`src/rtl/peg_l2_rs_rmii_rx.sv`:
```
// peg_l2_rs_rmii_rx: RMII receive reconciliation sublayer; strips preamble/SFD and
// assembles LSB-first dibits into a byte stream with sop/eop, size and error.
module peg_l2_rs_rmii_rx #(
  parameter int PKT_DATA_W = 8,
  parameter int PKT_SIZE_W = 16
) (
  input  logic                  rmii_ref_clk,
  input  logic                  rst_n,
  input  logic                  config_rs_mii_speed_100_n_10,
  input  logic [1:0]            rmii_rxd,
  input  logic                  rmii_crs_dv,
  input  logic                  rmii_rx_er,
  output logic                  pkt_valid,
  output logic                  pkt_sop,
  output logic                  pkt_eop,
  output logic [PKT_DATA_W-1:0] pkt_data,
  output logic [PKT_SIZE_W-1:0] pkt_size,
  output logic                  pkt_error
);
  typedef enum logic [2:0] {WAIT_S, IDLE_S, PRE_S, DATA_S, DROP_S} state_t;
  state_t state, state_n;
  logic [3:0] cnt, cnt_n;
  logic [1:0] s_rxd;
  logic s_dv, s_er, s_vld, sp;
  logic seen, seen_n, pend, pend_n, err, err_n, hold_vld, hold_vld_n;
  logic [1:0] idx, idx_n, ei;
  logic [PKT_DATA_W-1:0] sh, sh_n, hold, hold_n, nb;
  logic [PKT_SIZE_W-1:0] scnt, scnt_n, sinc;
  logic emit, eof;
  assign sp = config_rs_mii_speed_100_n_10 | (cnt == 4'd4);
  assign cnt_n = ((state == WAIT_S) || (state == IDLE_S && !rmii_crs_dv)) ? 4'd0 :
                 (cnt == 4'd9) ? 4'd0 : cnt + 4'd1;
  assign ei = idx + {1'b0, pend};
  assign sinc = &scnt ? scnt : scnt + 1'b1;
  always_comb begin
    state_n = state;
    seen_n = seen;
    pend_n = pend;
    err_n = err;
    hold_vld_n = hold_vld;
    idx_n = idx;
    sh_n = sh;
    hold_n = hold;
    scnt_n = scnt;
    emit = 1'b0;
    eof = 1'b0;
    nb = sh;
    nb[{ei, 1'b0} +: 2] = s_rxd;
    case (state)
      WAIT_S: if (!rmii_crs_dv) state_n = IDLE_S;
      IDLE_S: if (rmii_crs_dv) begin
        state_n = PRE_S;
        seen_n = 1'b0;
      end
      PRE_S: if (s_vld) begin
        if (!s_dv) state_n = IDLE_S;
        else if (s_rxd == 2'b01) seen_n = 1'b1;
        else if (s_rxd == 2'b11 && seen) begin
          state_n = DATA_S;
          idx_n = '0;
          pend_n = 1'b0;
          err_n = 1'b0;
          hold_vld_n = 1'b0;
          sh_n = '0;
          scnt_n = '0;
        end else if (s_rxd != 2'b00 || seen) state_n = DROP_S;
      end
      DATA_S: if (s_vld) begin
        err_n = err | s_er;
        // a lone low sample is provisional data; a second one ends the frame
        if (!s_dv && pend) begin
          eof = 1'b1;
          emit = hold_vld;
          state_n = IDLE_S;
        end else if (!s_dv) begin
          sh_n[{idx, 1'b0} +: 2] = s_rxd;
          pend_n = 1'b1;
        end else if (pend && idx == 2'd3) begin
          pend_n = 1'b0;
          emit = hold_vld;
          hold_n = sh;
          hold_vld_n = 1'b1;
          sh_n = '0;
          sh_n[1:0] = s_rxd;
          idx_n = 2'd1;
        end else begin
          pend_n = 1'b0;
          sh_n = nb;
          idx_n = ei + 2'd1;
          if (ei == 2'd3) begin
            emit = hold_vld;
            hold_n = nb;
            hold_vld_n = 1'b1;
          end
        end
      end
      DROP_S: if (s_vld && !s_dv) state_n = IDLE_S;
      default: state_n = WAIT_S;
    endcase
    if (emit) scnt_n = sinc;
  end
  always_ff @(posedge rmii_ref_clk or negedge rst_n)
    if (!rst_n) begin
      state <= WAIT_S;
      cnt <= '0;
      s_rxd <= '0;
      s_dv <= 1'b0;
      s_er <= 1'b0;
      s_vld <= 1'b0;
      seen <= 1'b0;
      pend <= 1'b0;
      err <= 1'b0;
      hold_vld <= 1'b0;
      idx <= '0;
      sh <= '0;
      hold <= '0;
      scnt <= '0;
      pkt_valid <= 1'b0;
      pkt_sop <= 1'b0;
      pkt_eop <= 1'b0;
      pkt_error <= 1'b0;
      pkt_data <= '0;
      pkt_size <= '0;
    end else begin
      state <= state_n;
      cnt <= cnt_n;
      s_vld <= sp;
      if (sp) begin
        s_rxd <= rmii_rxd;
        s_dv <= rmii_crs_dv;
        s_er <= rmii_rx_er;
      end
      seen <= seen_n;
      pend <= pend_n;
      err <= err_n;
      hold_vld <= hold_vld_n;
      idx <= idx_n;
      sh <= sh_n;
      hold <= hold_n;
      scnt <= scnt_n;
      pkt_valid <= emit;
      pkt_sop <= emit & ~|scnt;
      pkt_eop <= emit & eof;
      pkt_error <= emit & eof & (err_n | (|idx));
      if (emit) begin
        pkt_data <= hold;
        pkt_size <= sinc;
      end
    end
endmodule
```
`config.mk`:
```
export PLATFORM = sky130hd
export DESIGN_NAME = peg_l2_rs_rmii_rx
export DESIGN_NICKNAME = d
export VERILOG_FILES = /design/src/rtl/peg_l2_rs_rmii_rx.sv
export SDC_FILE = /design/constraint.sdc
export NUM_CORES = 1
export LEC_CHECK = 0
export CORE_UTILIZATION = 42
export DETAILED_ROUTE_END_ITERATION = 6
export GPL_ROUTABILITY_DRIVEN = 0
export PLACE_DENSITY = 0.57
export SYNTH_ARGS = -nofsm -noshare
export SYNTH_HDL_FRONTEND = slang
export SYNTH_SLANG_ARGS = --single-unit
```
`constraint.sdc`:
```
create_clock -name rmii_ref_clk -period 2.9 [get_ports rmii_ref_clk]
set_clock_uncertainty 0.2 [all_clocks]
set_input_delay 0.435 -clock rmii_ref_clk [delete_from_list [all_inputs] [get_ports rmii_ref_clk]]
set_output_delay 0.435 -clock rmii_ref_clk [all_outputs]
set_load 0.1 [all_outputs]
```
# Word-level counts from Yosys, hierarchy flattened
# Index checks and enable logic that the tools add are counted.
dict set report word_totals {
  regBits 78
  latchBits 0
  ramBits 0
  mem_bits_ro 0
  inputBits 7
  output_inout_bits 28
  elab_cells 168
  mem_count 0
}
dict set report op_classes {
  n_addsub 6
  multipliers 0
  div 0
  magnitude_cmp 0
  n_eq_ne 26
  n_shift 4
  n_mux 76
  bitwise 7
  n_reduce_logical 29
}
# op count
set op_table {}
lappend op_table {{$mux 16} 7}
lappend op_table {{$mux 8} 10}
lappend op_table {{$mux 1} 30}
lappend op_table {{$mux 3} 10}
lappend op_table {{$ne 2x2->1 const B} 13}
lappend op_table {{$add 16x1->16 const B} 1}
lappend op_table {{$bwmux 8} 2}
lappend op_table {{$mux 2} 8}
lappend op_table {{$pmux 8 s2} 1}
lappend op_table {{$reduce_and 16->1} 1}
lappend op_table {{$reduce_and 8->1} 2}
lappend op_table {{$reduce_bool 2->1} 8}
lappend op_table {{$reduce_or 16->1} 1}
lappend op_table {{$shift 2x5->8 const A} 2}
lappend op_table {{$shiftx 2x5->8} 2}
lappend op_table {{$pmux 3 s5} 1}
lappend op_table {{$reduce_and 5->1} 3}
lappend op_table {{$neg 3->5} 2}
lappend op_table {{$reduce_and 9->1} 1}
lappend op_table {{$mux 4} 2}
lappend op_table {{$pmux 1 s2} 4}
lappend op_table {{$reduce_and 7->1} 1}
lappend op_table {{$eq 2x2->1 const B} 3}
lappend op_table {{$eq 3x2->1 const B} 2}
lappend op_table {{other kinds (19)} 31}

# Longest topological paths before layout
# Gate-level depths: netlist of run 1.
dict set report logic_depth {
  ltp_word 10
  ltp_mapped 9
  mapped_depth_nobuf 9
}

# Least setup slack after synthesis of run 1
# OpenSTA, ideal clock, no wires.
dict set report synth_path {
  path_type {reg2reg}
  start {register pend}
  end {register pkt_size[2]}
  setup_time_ns 0.120
  arrival_ns 2.119
  slack_ns 0.461
  path_stages_with_launch 9
  path_buffers 2
  period_less_slack_ns 2.439
  cell_sequence {dfrtp_1 > ha_1 > ha_1 > a22oi_1 > or2_4 > buf_6 > buf_2 > nor2_1 > a21o_1}
}
dict set report synth_via {
  elab_chain_len 8
}
# item line
set synth_rtl {}
lappend synth_rtl {{start: declaration} 25} ;# logic seen, seen_n, pend, pend_n, err, err_n, hold_vld, hold_vld_n;
lappend synth_rtl {{start signal: assignment} 134} ;# pend <= pend_n;
lappend synth_rtl {{$add 2x1->2} 33} ;# assign ei = idx + {1'b0, pend};
lappend synth_rtl {{$eq 2x2->1} 90} ;# if (ei == 2'd3) begin
lappend synth_rtl {{$mux 1} 90}
lappend synth_rtl {{$mux 1} 78} ;# end else if (pend && idx == 2'd3) begin
lappend synth_rtl {{$mux 1} 75} ;# end else if (!s_dv) begin
lappend synth_rtl {{$mux 1 (*)} 71} ;# if (!s_dv && pend) begin
lappend synth_rtl {{$mux 1 (*)} 68} ;# DATA_S: if (s_vld) begin
lappend synth_rtl {{$mux 1 (*)} 49} ;# case (state)
lappend synth_rtl {{end signal: assignment} 147} ;# pkt_size <= sinc;
lappend synth_rtl {{end: declaration} 17} ;# output logic [PKT_SIZE_W-1:0] pkt_size,
# Mark *: on every way between the ends. The rest lies on a longest branch, timed or not.
# A chain may end at the register's enable or synchronous reset.

# Final worst setup path of run 1
dict set report layout_path {
  start {register pend}
  end {register pkt_size[11]}
}
# Same word-level chain as after synthesis.

==> impl_metrics.py, run 1 <==
metrics = {
    "drt": {
        "drtIter0Drc": 186,
        "finalWirelength_um": 9560,
        "vias_per_cell": 5.42,
        "ant_nets": 0,
        "drc_errors": 0,
        "top_layer_used": "met4",
        "wl_met1_um": 4760,
        "route.met3.wl_um": 273,
        "wl_per_cell_um": 15.6,
        "vias": 3326,
        "wl_met2_um": 4410,
        "drt-pass1-iter-count": 4,
    },
    "critical_path": {
        "cp_top_family": "adder cells",
        "critical_path_class": "register to register",
        "critPathSlowestCell": "dfrtp_1",
        "critical_path.cell_chain": "ha_1 -> xor2_1 -> ha_1 -> a22oi_2 -> or2_4 -> inv_4 -> mux2_2",
        "critPathMaxFanout": 22,
        "cp.buffers_inverters": 1,
        "worst_setup_path_end_kind": "register",
        "cp-start-kind": "register",
        "max_stage_delay_ps": 470,
        "cp_common_cell": "ha_1",
        "worstPathRequired_ps": 2950,
        "worstPathArrival_ps": 2730,
    },
    "floorplan": {
        "rows": 36,
        "fp.dieH_um": 103,
        "io_pins": 35,
        "start_util": 0.436,
        "chipWidth_um": 103,
        "core-area_um2": 9860,
        "die_area_um2": 10700,
    },
    "clock_network": {
        "htreeDepth": 3,
        "cts_tree": "yes",
        "root_buffer": "clkbuf_8",
        "clk_latency_ps": 360,
        "path_clk_slew_ps": 90,
        "cts.sink_count": 78,
        "holdBufCountCts": 0,
        "clockBufferDepth": 2,
        "numCtsBuffers": 9,
    },
    "cells_and_area": {
        "utilization": 0.492,
        "layout_common_cells": "dfrtp_1, nand2_1, buf_4",
        "final_cells": 614,
        "finalNetCount": 500,
        "final_common_cell": "dfrtp_1",
        "syn_to_final_growth_pct": 12.8,
        "insertedDiodeCount": 0,
        "layout-drive-gt1-share": 0.150,
        "fin_area_um2": 4850,
    },
    "yosys": {
        "syn_area_per_cell_um2": 9.52,
        "synth-seq-cells": 78,
        "syn_inst": 452,
        "yosys_most_used_dff": "dfrtp_1",
        "yosys_warnings": 0,
        "synthTopCellsByArea": "dfrtp_1, nand2_1, ha_1",
        "synth_nets": 476,
        "yosys.area.top_type": "dfrtp_1",
        "netlist_area_um2": 4300,
        "synth_edf_count": 0,
        "synth-seq-area-share": 0.453,
        "synth.distinct_cells": 64,
        "synth_top_area_frac": 0.453,
        "async_reset_ff_frac": 1.00,
    },
    "timing": {
        "report.final.setup_viol": 0,
        "tns_ps": 0,
        "fmax_mhz": 373,
        "period_share": 0.925,
        "hold_violations": 0,
        "finalWorstPathRequiredPeriod_ps": 2680,
        "rsz0062_at_grt": "false",
        "slew_headroom": 0.352,
        "max_slew.worst_pin.slew_ps": 971,
        "final_max_slew_viol_count": 0,
    },
    "pwr": {
        "cellLeakagePower_nw": 2.16,
        "swShare": 0.381,
        "power_mw": 3.51,
        "p_clk_frac": 0.244,
        "power.density_nw_per_um2": 724,
        "p_switching_mw": 1.34,
        "internal_power_mw": 2.17,
        "power_frac_comb": 0.336,
        "peakVddDrop_mv": 0.464,
        "seqPwrFrac": 0.420,
    },
    "grt": {
        "grt_usage": 0.199,
        "globalRouteOverflowTotal": 0,
        "grt_pass1_wl_um": 16100,
        "antenna_found_initial": 0,
        "grt_max_degree": 79,
        "first_global_vias": 3176,
    },
    "placed_design": {
        "dpl.hpwl_um": 6660,
        "dpl-instance-area_um2": 4640,
        "placed_cells": 598,
        "io_buffers": 34,
    },
    "worst_hold_path": {
        "hp-class": "input pin to async pin",
    },
    "status": {
        "status": "complete, no violations",
    },
    "flow_run": {
        "maxCapViolations": 0,
    },
}
final timing paths:
kind	startpoint	end	slack, ps	depth (start not counted)
max in group asynchronous	rst_n	scnt[9]	1850	1
min reg2reg	hold[0]	pkt_data[0]	280	2
max reg2reg	pend	pkt_size[11]	220	7
min	rst_n	scnt[15]	10	1
min in group rmii_ref_clk	hold[0]	pkt_data[0]	280	2
max	pend	pkt_size[11]	220	7
per-layer routing:
layer,global-route usage,vias to the layer above
met2,0.304,61
met3,0.0383,8
met1,0.278,1593
met5,0,-
met4,0.0823,0
li1,-,1664
logic make-up (layout without fill, tap and decap cells):
family	after synthesis	after routing	synth area share
AND/OR/NAND/NOR	173	173	0.212
AO/OA/AOI/OAI	112	112	0.175
flip-flops	78	78	0.453
buffers and inverters	45	74	0.0488
adder cells (fa/ha/maj)	17	17	0.0494
multiplexers	14	14	0.0346
XOR/XNOR	13	13	0.0265
final cells by class:
cell class                      count  area (um^2)
Timing Repair Buffer               40          313
Fill cell                         929         5010
Inverter                           18         70.1
Clock buffer                       10          138
Clock inverter                      6         68.8
Sequential cell                    78         1950
Tap cell                          133          166
Multi-Input combinational cell    329         2150
synth_stat cells (6+ instances only):
cell and number:
nand2_1 66, nor2b_1 7, o221ai_1 6, a21o_1 6, nand4_1 6, mux2_2 7, buf_2 7, o21a_1 9
inv_1 17, a21oi_1 22, clkbuf_1 12, mux2i_1 7, nor3_1 11, nand3_1 9, nor4_1 6, ha_1 17
dfrtp_1 78, o21ai_0 25, xnor2_1 8, nor2_1 31, nand2b_1 9
power by group through the flow:
| stage | registers, mW | clock network (mW) | logic [mW] |
|---|---|---|---|
| floorplan | 1.45 | 0 | 0.889 |
| CTS | 1.47 | 0.889 | 1.18 |
| finish | 1.48 | 0.858 | 1.18 |
| global placement | 1.48 | 0 | 1.14 |
| global route | 1.51 | 0.938 | 1.31 |
| detailed placement | 1.49 | 0 | 1.17 |
what timing repair did:
item | 4_1_cts | 5_1_grt
resized for setup | 0 | 3
setup endpoints to repair | 0 | 4
setup buffers | 0 | 0
flip-flops by register name, indices dropped and copies added, names as in the netlist, 2 cells and up:
name / flops
pkt_size: 16
scnt: 16
hold: 8
pkt_data: 8
sh: 8
cnt: 4
state: 3
idx: 2
s_rxd: 2
through the flow:
step                      setup slack (ps)  hold WS [ps]
after floorplan                        461         -60.6
after global placement                 180           256
after detailed placement              90.3           261
after CTS                             80.9          73.4
after global routing                  81.4           119
final                                  218          10.7
No activity file was read; power rests on OpenSTA's default activity.
==> run 2, diff against run 1 <==
--- a/config.mk
+++ b/config.mk
@@ -6,6 +6,7 @@
 export NUM_CORES = 1
 export LEC_CHECK = 0
 export CORE_UTILIZATION = 42
+export CTS_CLUSTER_SIZE = 20
 export DETAILED_ROUTE_END_ITERATION = 6
 export GPL_ROUTABILITY_DRIVEN = 0
 export PLACE_DENSITY = 0.57
==> results of run 2 <==
Final layout, timing and power as in run 1 (identical DEF).
==> run 3, diff against run 2 <==
--- a/config.mk
+++ b/config.mk
@@ -5,6 +5,7 @@
 export SDC_FILE = /design/constraint.sdc
 export NUM_CORES = 1
 export LEC_CHECK = 0
+export CORE_ASPECT_RATIO = 2
 export CORE_UTILIZATION = 42
 export CTS_CLUSTER_SIZE = 20
 export DETAILED_ROUTE_END_ITERATION = 6
==> impl_metrics.py, run 3 (synthesis results as in run 1) <==
metrics = {
    "critical_path": {
        "worst_setup_path_end_kind": "register",
        "cp-start-kind": "register",
        "critPathLaunch": "pend",
        "r2r-end": "pkt_size[11]",
        "critPathMaxFanout": 22,
        "cp-endpoint": "pkt_size[11]",
        "critical_path_class": "register to register",
        "r2r-start": "pend",
        "worstPathArrival_ps": 2660,
        "reg2reg_depth": 7,
        "worstPathRequired_ps": 2920,
        "rrSetupSlack_ps": 250,
    },
    "clock_network": {
        "root_buffer": "clkbuf_16",
        "holdBufCountCts": 0,
        "cts.sink_count": 78,
        "clk_latency_ps": 330,
        "numCtsBuffers": 9,
        "path_clk_slew_ps": 60,
        "clockBufferDepth": 2,
        "htreeDepth": 3,
        "cts_tree": "yes",
    },
    "drt": {
        "wl_per_cell_um": 16.7,
        "vias": 3427,
        "drt-pass1-iter-count": 5,
        "ant_nets": 0,
        "vias_per_cell": 5.55,
        "finalWirelength_um": 10300,
        "drtIter0Drc": 220,
        "drc_errors": 0,
    },
    "pwr": {
        "internal_power_mw": 2.45,
        "p_switching_mw": 1.34,
        "p_clk_frac": 0.300,
        "cellLeakagePower_nw": 2.21,
        "swShare": 0.353,
        "seqPwrFrac": 0.384,
        "power.density_nw_per_um2": 762,
        "power_frac_comb": 0.316,
        "peakVddDrop_mv": 0.416,
    },
    "timing": {
        "final_max_slew_viol_count": 0,
        "slew_headroom": 0.330,
        "max_slew.worst_pin.slew_ps": 1000,
        "tns_ps": 0,
        "rsz0062_at_grt": "false",
        "report.final.setup_viol": 0,
        "hold_violations": 0,
        "setup_ws_ps": 255,
        "whs_ps": 68.4,
        "fmax_mhz": 378,
        "finalWorstPathRequiredPeriod_ps": 2650,
        "period_share": 0.912,
    },
    "placed_design": {
        "dpl.hpwl_um": 7710,
        "io_buffers": 34,
        "placed_cells": 602,
        "place_worst_setup_slack_ps": 149,
    },
    "flow_run": {
        "maxCapViolations": 0,
    },
    "status": {
        "status": "complete, no violations",
    },
    "floorplan": {
        "io_pins": 35,
        "fp.dieH_um": 145,
        "die_area_um2": 10700,
        "rows": 52,
        "core-area_um2": 10000,
        "start_util": 0.430,
        "chipWidth_um": 73.6,
    },
    "cells_and_area": {
        "fillCellCount": 1017,
        "regArea_um2": 1950,
        "finalNetCount": 502,
        "top_regs": "pkt_size x16, scnt x16",
        "layout-drive-gt1-share": 0.151,
        "insertedDiodeCount": 0,
        "final_common_cell": "dfrtp_1",
        "multi_input_area_um2": 2150,
        "layout_common_cells": "dfrtp_1, nand2_1, buf_4",
        "syn_to_final_growth_pct": 15.4,
        "utilization": 0.496,
        "final_cells": 618,
    },
    "grt": {
        "globalRouteOverflowTotal": 0,
        "grt_max_degree": 79,
        "grt_pass1_wl_um": 17400,
        "antenna_found_initial": 0,
        "grt_usage": 0.214,
        "first_global_vias": 3460,
    },
    "worst_hold_path": {
        "hp-class": "input pin to async pin",
    },
}
run 3: final cells by class:
type                    count  area share
multi-input cells         329       0.432
flip-flops and latches     78       0.393
repair buffers             42      0.0660
clock buffers              11      0.0489
well taps                 135      0.0340
inverters                  18      0.0139
clock inverters             5      0.0118
run 3: power groups by stage:
| stage | clock network, mW | logic [mW] | registers [mW] |
|---|---|---|---|
| 2_1_floorplan | 0 | 0.889 | 1.45 |
| 3_3_place_gp | 0 | 1.17 | 1.46 |
| 3_5_place_dp | 0 | 1.19 | 1.47 |
| 6_report | 1.14 | 1.20 | 1.45 |
| 4_1_cts | 1.17 | 1.20 | 1.45 |
| 5_1_grt | 1.20 | 1.35 | 1.48 |
run 3: worst max-delay path, cell delays in order, from the launching register on:
cell	delay, ps
dfrtp_1	450
ha_1	240
xor2_1	310
ha_1	250
a22oi_2	130
or2_4	340
clkinv_2	250
mux2_2	370
run 3: how the worst min path moves through the flow:
stage	cells past startpoint	endpoint	slack, ps	from
2_1_floorplan	0	cnt[0]	-60	rst_n
3_3_place_gp	2	pkt_data[1]	250	hold[1]
3_5_place_dp	2	pkt_data[1]	250	hold[1]
4_1_cts	1	pkt_size[4]	120	rst_n
5_1_grt	1	pkt_size[4]	160	rst_n
6_report	1	pkt_size[4]	70	rst_n
run 3: through the flow:
| stage | instance area (um^2) | power (mW) |
|---|---|---|
| after floorplan | 4300 | 2.34 |
| after global placement | 4660 | 2.64 |
| after detailed placement | 4660 | 2.66 |
| after CTS | 4960 | 3.82 |
| after global routing | 4970 | 4.04 |
| final | 4970 | 3.79 |
run 3: what timing repair did:
item                                   CTS  global route
setup buffers                            0             0
gates resized for setup                  0             2
setup endpoints to repair                0             4
endpoints found under the hold margin    0             0
run 3: routing by layer:
metal,up-vias,GRT usage,part of all wire
li1,1670,-,-
met1,1661,0.222,0.35
met2,67,0.388,0.58
met3,29,0.0306,0.026
met4,0,0.125,0.041
met5,-,0,0
